**src/rtl/uart_dbg_responder.sv**
```systemverilog
// rtl/uart_dbg_responder.sv - UART debug-link responder: run/halt/step control and PC/GPR readback
// Replies are staged in a byte-shift register and drained MSB byte first into the TX FIFO.
module uart_dbg_responder #(
  parameter int DATA_W      = 32,
  parameter int REG_AW      = 5,
  parameter int TIMEOUT_CYC = 100000
) (
  input  logic              clk,
  input  logic              rst,
  input  logic [7:0]        rx_data,
  input  logic              rx_data_rdy,
  input  logic              tx_fifo_full,
  output logic [7:0]        tx_data,
  output logic              tx_wr_en,
  output logic              dbg_run,
  output logic              dbg_step,
  output logic [REG_AW-1:0] dbg_reg_addr,
  input  logic [DATA_W-1:0] dbg_reg_data,
  input  logic [DATA_W-1:0] dbg_pc,
  output logic              busy,
  output logic              rx_drop
);

  localparam int NBYTES = DATA_W / 8;
  localparam int CNT_W  = $clog2(NBYTES + 1);
  localparam int TMO_W  = $clog2(TIMEOUT_CYC + 1);

  localparam logic [7:0] ACK   = 8'h06;
  localparam logic [7:0] NAK   = 8'h15;
  localparam logic [7:0] CMD_R = 8'h52;
  localparam logic [7:0] CMD_H = 8'h48;
  localparam logic [7:0] CMD_S = 8'h53;
  localparam logic [7:0] CMD_P = 8'h50;
  localparam logic [7:0] CMD_G = 8'h47;

  typedef enum logic [1:0] {IDLE, WAIT_ARG, LOAD, SEND} state_t;

  state_t            state_q, state_d;
  logic [DATA_W-1:0] shreg_q, shreg_d;
  logic [CNT_W-1:0]  cnt_q, cnt_d;
  logic [TMO_W-1:0]  tmo_q, tmo_d;
  logic [7:0]        tx_data_q, tx_data_d;
  logic              run_q, run_d;
  logic              step_q, step_d;
  logic [REG_AW-1:0] addr_q, addr_d;
  logic [7:0]        idx_hi;
  logic              push;

  // Any set bit above the register index width makes the index out of range.
  assign idx_hi = rx_data >> REG_AW;
  assign push   = (state_q == SEND) && !tx_fifo_full;

  always_comb begin
    state_d   = state_q;
    shreg_d   = shreg_q;
    cnt_d     = cnt_q;
    tmo_d     = tmo_q;
    tx_data_d = tx_data_q;
    run_d     = run_q;
    step_d    = 1'b0;
    addr_d    = addr_q;
    unique case (state_q)
      IDLE: begin
        if (rx_data_rdy) begin
          state_d   = SEND;
          cnt_d     = CNT_W'(1);
          tx_data_d = ACK;
          unique case (rx_data)
            CMD_R: run_d = 1'b1;
            CMD_H: run_d = 1'b0;
            CMD_S: begin
              if (run_q) tx_data_d = NAK;
              else       step_d    = 1'b1;
            end
            CMD_P: begin
              tx_data_d = dbg_pc[DATA_W-1 -: 8];
              shreg_d   = dbg_pc << 8;
              cnt_d     = CNT_W'(NBYTES);
            end
            CMD_G: begin
              state_d = WAIT_ARG;
              tmo_d   = '0;
            end
            default: tx_data_d = NAK;
          endcase
        end
      end
      WAIT_ARG: begin
        if (rx_data_rdy) begin
          if (idx_hi == 8'd0) begin
            addr_d  = REG_AW'(rx_data);
            state_d = LOAD;
          end else begin
            tx_data_d = NAK;
            cnt_d     = CNT_W'(1);
            state_d   = SEND;
          end
        end else if (tmo_q == TMO_W'(TIMEOUT_CYC - 1)) begin
          state_d = IDLE;
        end else begin
          tmo_d = tmo_q + TMO_W'(1);
        end
      end
      LOAD: begin
        tx_data_d = dbg_reg_data[DATA_W-1 -: 8];
        shreg_d   = dbg_reg_data << 8;
        cnt_d     = CNT_W'(NBYTES);
        state_d   = SEND;
      end
      SEND: begin
        if (push) begin
          if (cnt_q == CNT_W'(1)) begin
            state_d = IDLE;
          end else begin
            tx_data_d = shreg_q[DATA_W-1 -: 8];
            shreg_d   = shreg_q << 8;
            cnt_d     = cnt_q - CNT_W'(1);
          end
        end
      end
      default: state_d = IDLE;
    endcase
  end

  always_ff @(posedge clk or negedge rst) begin
    if (!rst) begin
      state_q   <= IDLE;
      shreg_q   <= '0;
      cnt_q     <= '0;
      tmo_q     <= '0;
      tx_data_q <= '0;
      run_q     <= 1'b0;
      step_q    <= 1'b0;
      addr_q    <= '0;
    end else begin
      state_q   <= state_d;
      shreg_q   <= shreg_d;
      cnt_q     <= cnt_d;
      tmo_q     <= tmo_d;
      tx_data_q <= tx_data_d;
      run_q     <= run_d;
      step_q    <= step_d;
      addr_q    <= addr_d;
    end
  end

  assign tx_data      = tx_data_q;
  assign tx_wr_en     = push;
  assign dbg_run      = run_q;
  assign dbg_step     = step_q;
  assign dbg_reg_addr = addr_q;
  assign busy         = (state_q != IDLE);
  // Bytes are only refused while a reply is being assembled or drained.
  assign rx_drop      = rx_data_rdy && ((state_q == LOAD) || (state_q == SEND));

endmodule

```
**config.mk**
```make
export PLATFORM = sky130hd
export DESIGN_NAME = uart_dbg_responder
export DESIGN_NICKNAME = d
export VERILOG_FILES = /design/src/rtl/uart_dbg_responder.sv
export SDC_FILE = /design/constraint.sdc
export NUM_CORES = 1
export LEC_CHECK = 0
export CAP_MARGIN = 40
export CORE_MARGIN = 5
export CORE_UTILIZATION = 52
export CTS_CLUSTER_DIAMETER = 30
export DETAILED_ROUTE_END_ITERATION = 10
export PLACE_DENSITY = 0.85
export SKIP_CTS_REPAIR_TIMING = 1
export SYNTH_ARGS = -nofsm -noshare
export SYNTH_HDL_FRONTEND = slang
export SYNTH_SLANG_ARGS = --single-unit
```
**constraint.sdc**
```tcl
create_clock -name clk -period 4.2 [get_ports clk]
set_input_delay 0.42 -clock clk [delete_from_list [all_inputs] [get_ports clk]]
set_output_delay 0.42 -clock clk [all_outputs]
set_load 0.02 [all_outputs]
```
==> flow_summary_export.csv <==
group,metric,value,unit
sta,slew_viol_final,0,
sta,finalSetupTns,0,ns
detailed_routing,totalWireLength,9220,µm
outcome,status,"finished, final reports clean",
floorplanning,ios,94,
cts,clk_latency,0.33,ns
global_routing,overflow,0,
sta,min_period_over_period,77.1,%
logic_synthesis,synth-main-ff-cell,"dfrtp_1",
place,gp_congestion,0.895,
layout,antenna_cells,0,
cts,ctsRootBufferMaster,"clkbuf_8",
pwr,power-per-cell-area,567,nW/µm²
global_routing,grt_pass1_vias,3344,
setup_path,start_kind,"flop",
setup_path,cp_slowest_cell,"clkinv_1",
logic_synthesis,ys_types,60,
setup_path,arrival,2.82,ns
sta,fmax,309,MHz
sta,finClkSkew,0.00757,ns
global_routing,grt_max_degree,49,
logic_synthesis,syn_area_per_cell,8.88,µm²
cts,cts_tree,"done",
layout,nNetsFinal,549,
logic_synthesis,async_flop_share,100,%
sta,setup_viol,0,
detailed_routing,avgRoutedWirePerCell,16.7,µm
detailed_routing,vias_per_cell,5.84,
place,hpwl,6950,µm
global_routing,antenna_found_initial,0,
logic_synthesis,synth-seq-cells,61,
floorplanning,coreArea,6390,µm²
sta,tightest_slew,0.812,ns
logic_synthesis,syn_inst,386,
detailed_routing,post-route-drc-count,0,
sta,timing.hold.ws,0.0784,ns
sta,rsz0062_at_grt,"no",
cts,cts.clk_slew.worst_paths,0.07,ns
logic_synthesis,synth.cell_area,3430,µm²
hold_path,hold_class,"primary input to async pin",
logic_synthesis,yosysTopAreaCellShare,44.5,%
sta,period_minus_slack,3.24,ns
logic_synthesis,syn-num-nets,465,
floorplanning,die_w,91.2,µm
cts,clockBufferDepth,2,
setup_path,crit_path_end_kind,"primary output",
logic_synthesis,synth_edf_count,0,
pwr,finalPower,2.61,mW
logic_synthesis,yosysTopAreaCell,"dfrtp_1",
job,cap_violations,0,
setup_path,worstPathCellList,"clkinv_1, nor3_1, clkdlybuf4s50_1",
floorplanning,die_h,91.2,µm
global_routing,grt_first_pass_wirelength,15700,µm
cts,clock-sinks,61,
detailed_routing,drt_iter0_drc,176,
global_routing,track_usage,22.9,%
detailed_routing,dr.pass1.iters,5,
logic_synthesis,synthTopCellsByArea,"dfrtp_1 45%, mux2i_1 6.4%, o21ai_0 5.7%, nand2_1 5.5%, a21oi_1 4.4%",
setup_path,critPathKind,"flop to primary output",
layout,syn_to_final_growth,34.2,%
floorplanning,dieArea,8320,µm²
setup_path,cpPeakStageDelay,0.69,ns
cts,htree_levels,3,
logic_synthesis,synth_warnings,0,
logic_synthesis,synth_common_cells,"61 x dfrtp_1, 50 x nand2_1, 40 x nor2_1, 39 x o21ai_0, 30 x a21oi_1",
setup_path,required,3.78,ns
logic_synthesis,yosysMostFrequentCell,"dfrtp_1",
place,io_buffers,93,
logic_synthesis,ys_seq_area_share,44.5,%
floorplanning,start_util,53.7,%
sta,worst_slew_margin_rel,45.7,%
setup_path,critPathMaxFanout,27,
sta,hold_violations,0,
detailed_routing,num_vias,3226,
pwr,p_leak,2.08,nW
floorplanning,rows,29,
cts,cts_buffers,9,
detailed_routing,ant_nets,0,
layout,drive_above_1_share,7.58,%
pwr,ir_drop,0.000349,V
flip-flops by register name (all words and copies together) (netlist names):
| signal | flops |
|---|---|
| state_q | 2 |
| tmo_q | 17 |
| dbg_step | 1 |
| shreg_q | 24 |
| dbg_run | 1 |
| cnt_q | 3 |
| dbg_reg_addr | 5 |
| tx_data | 8 |
cell families after synthesis:
group           count (synthesis)  synth area share [%]
simple gates                  142                  20.5
compound gates                117                  21.1
flops                          61                  44.5
buf+inv                        36                  4.74
mux                            26                  7.74
fa+ha+maj                       3                  1.10
xor+xnor                        1                 0.256
critical path: cells and delay by family (launching register included):
kind	cells	cell delay [ns]
buffers and inverters	2	1.37
flip-flops	1	0.63
AND/OR/NAND/NOR	1	0.50
layout make-up:
cell class	instances	area, µm²
clock inverters	3	67.6
fillers	480	1790
clock buffers	13	159
well taps	77	96.3
inverters	11	41.3
repair buffers	98	963
multi-input cells	289	1750
flip-flops and latches	61	1530
placed cells by master (no fill, tap or decap), types with 8 or more instances in the layout:
cell type / instances
clkdlybuf4s50_1: 92
dfrtp_1: 61
nand2_1: 50
nor2_1: 40
o21ai_0: 39
a21oi_1: 30
mux2i_1: 22
clkbuf_8: 11
inv_1: 10
nor3_1: 9
a22oi_1: 9
and3_1: 8
final timing paths:
kind                              from           to  slack (ns)  cells after the start
setup reg to reg            state_q[1]   tx_data[4]        1.21                      5
hold / removal                     rst   tx_data[3]        0.08                      1
min in group clk           shreg_q[18]  shreg_q[18]        0.48                      2
max in group asynchronous          rst  shreg_q[13]        3.23                      2
setup / recovery            state_q[1]     tx_wr_en        0.96                      3
hold reg to reg            shreg_q[18]  shreg_q[18]        0.48                      2
stage by stage:
stage,utilization [%],setup WS (ns),area [µm²],instances
floorplan,-,2.29,3430,386
global placement,68.5,1.37,4370,536
detailed placement,68.5,1.25,4370,536
CTS,72.0,0.951,4600,552
global route,72.0,0.769,4600,552
finish,72.0,0.961,4600,552
where the power goes:
group          switching [mW]  total, mW  internal [mW]  leakage, nW
Sequential              0.143      0.914          0.771        0.804
Combinational           0.610       1.10          0.490         1.17
Clock                   0.224      0.591          0.367        0.110
routing by layer:
layer	global-route usage (%)	up-vias	part of all wire [%]	routed length (µm)
met2	38.8	119	52	4810
met4	8.92	0	1.7	157
li1	-	1560	-	-
met5	0	-	0	0
met1	28.5	1530	40	3700
met3	4.71	17	5.9	548
Power figures use the tool's default switching activity.
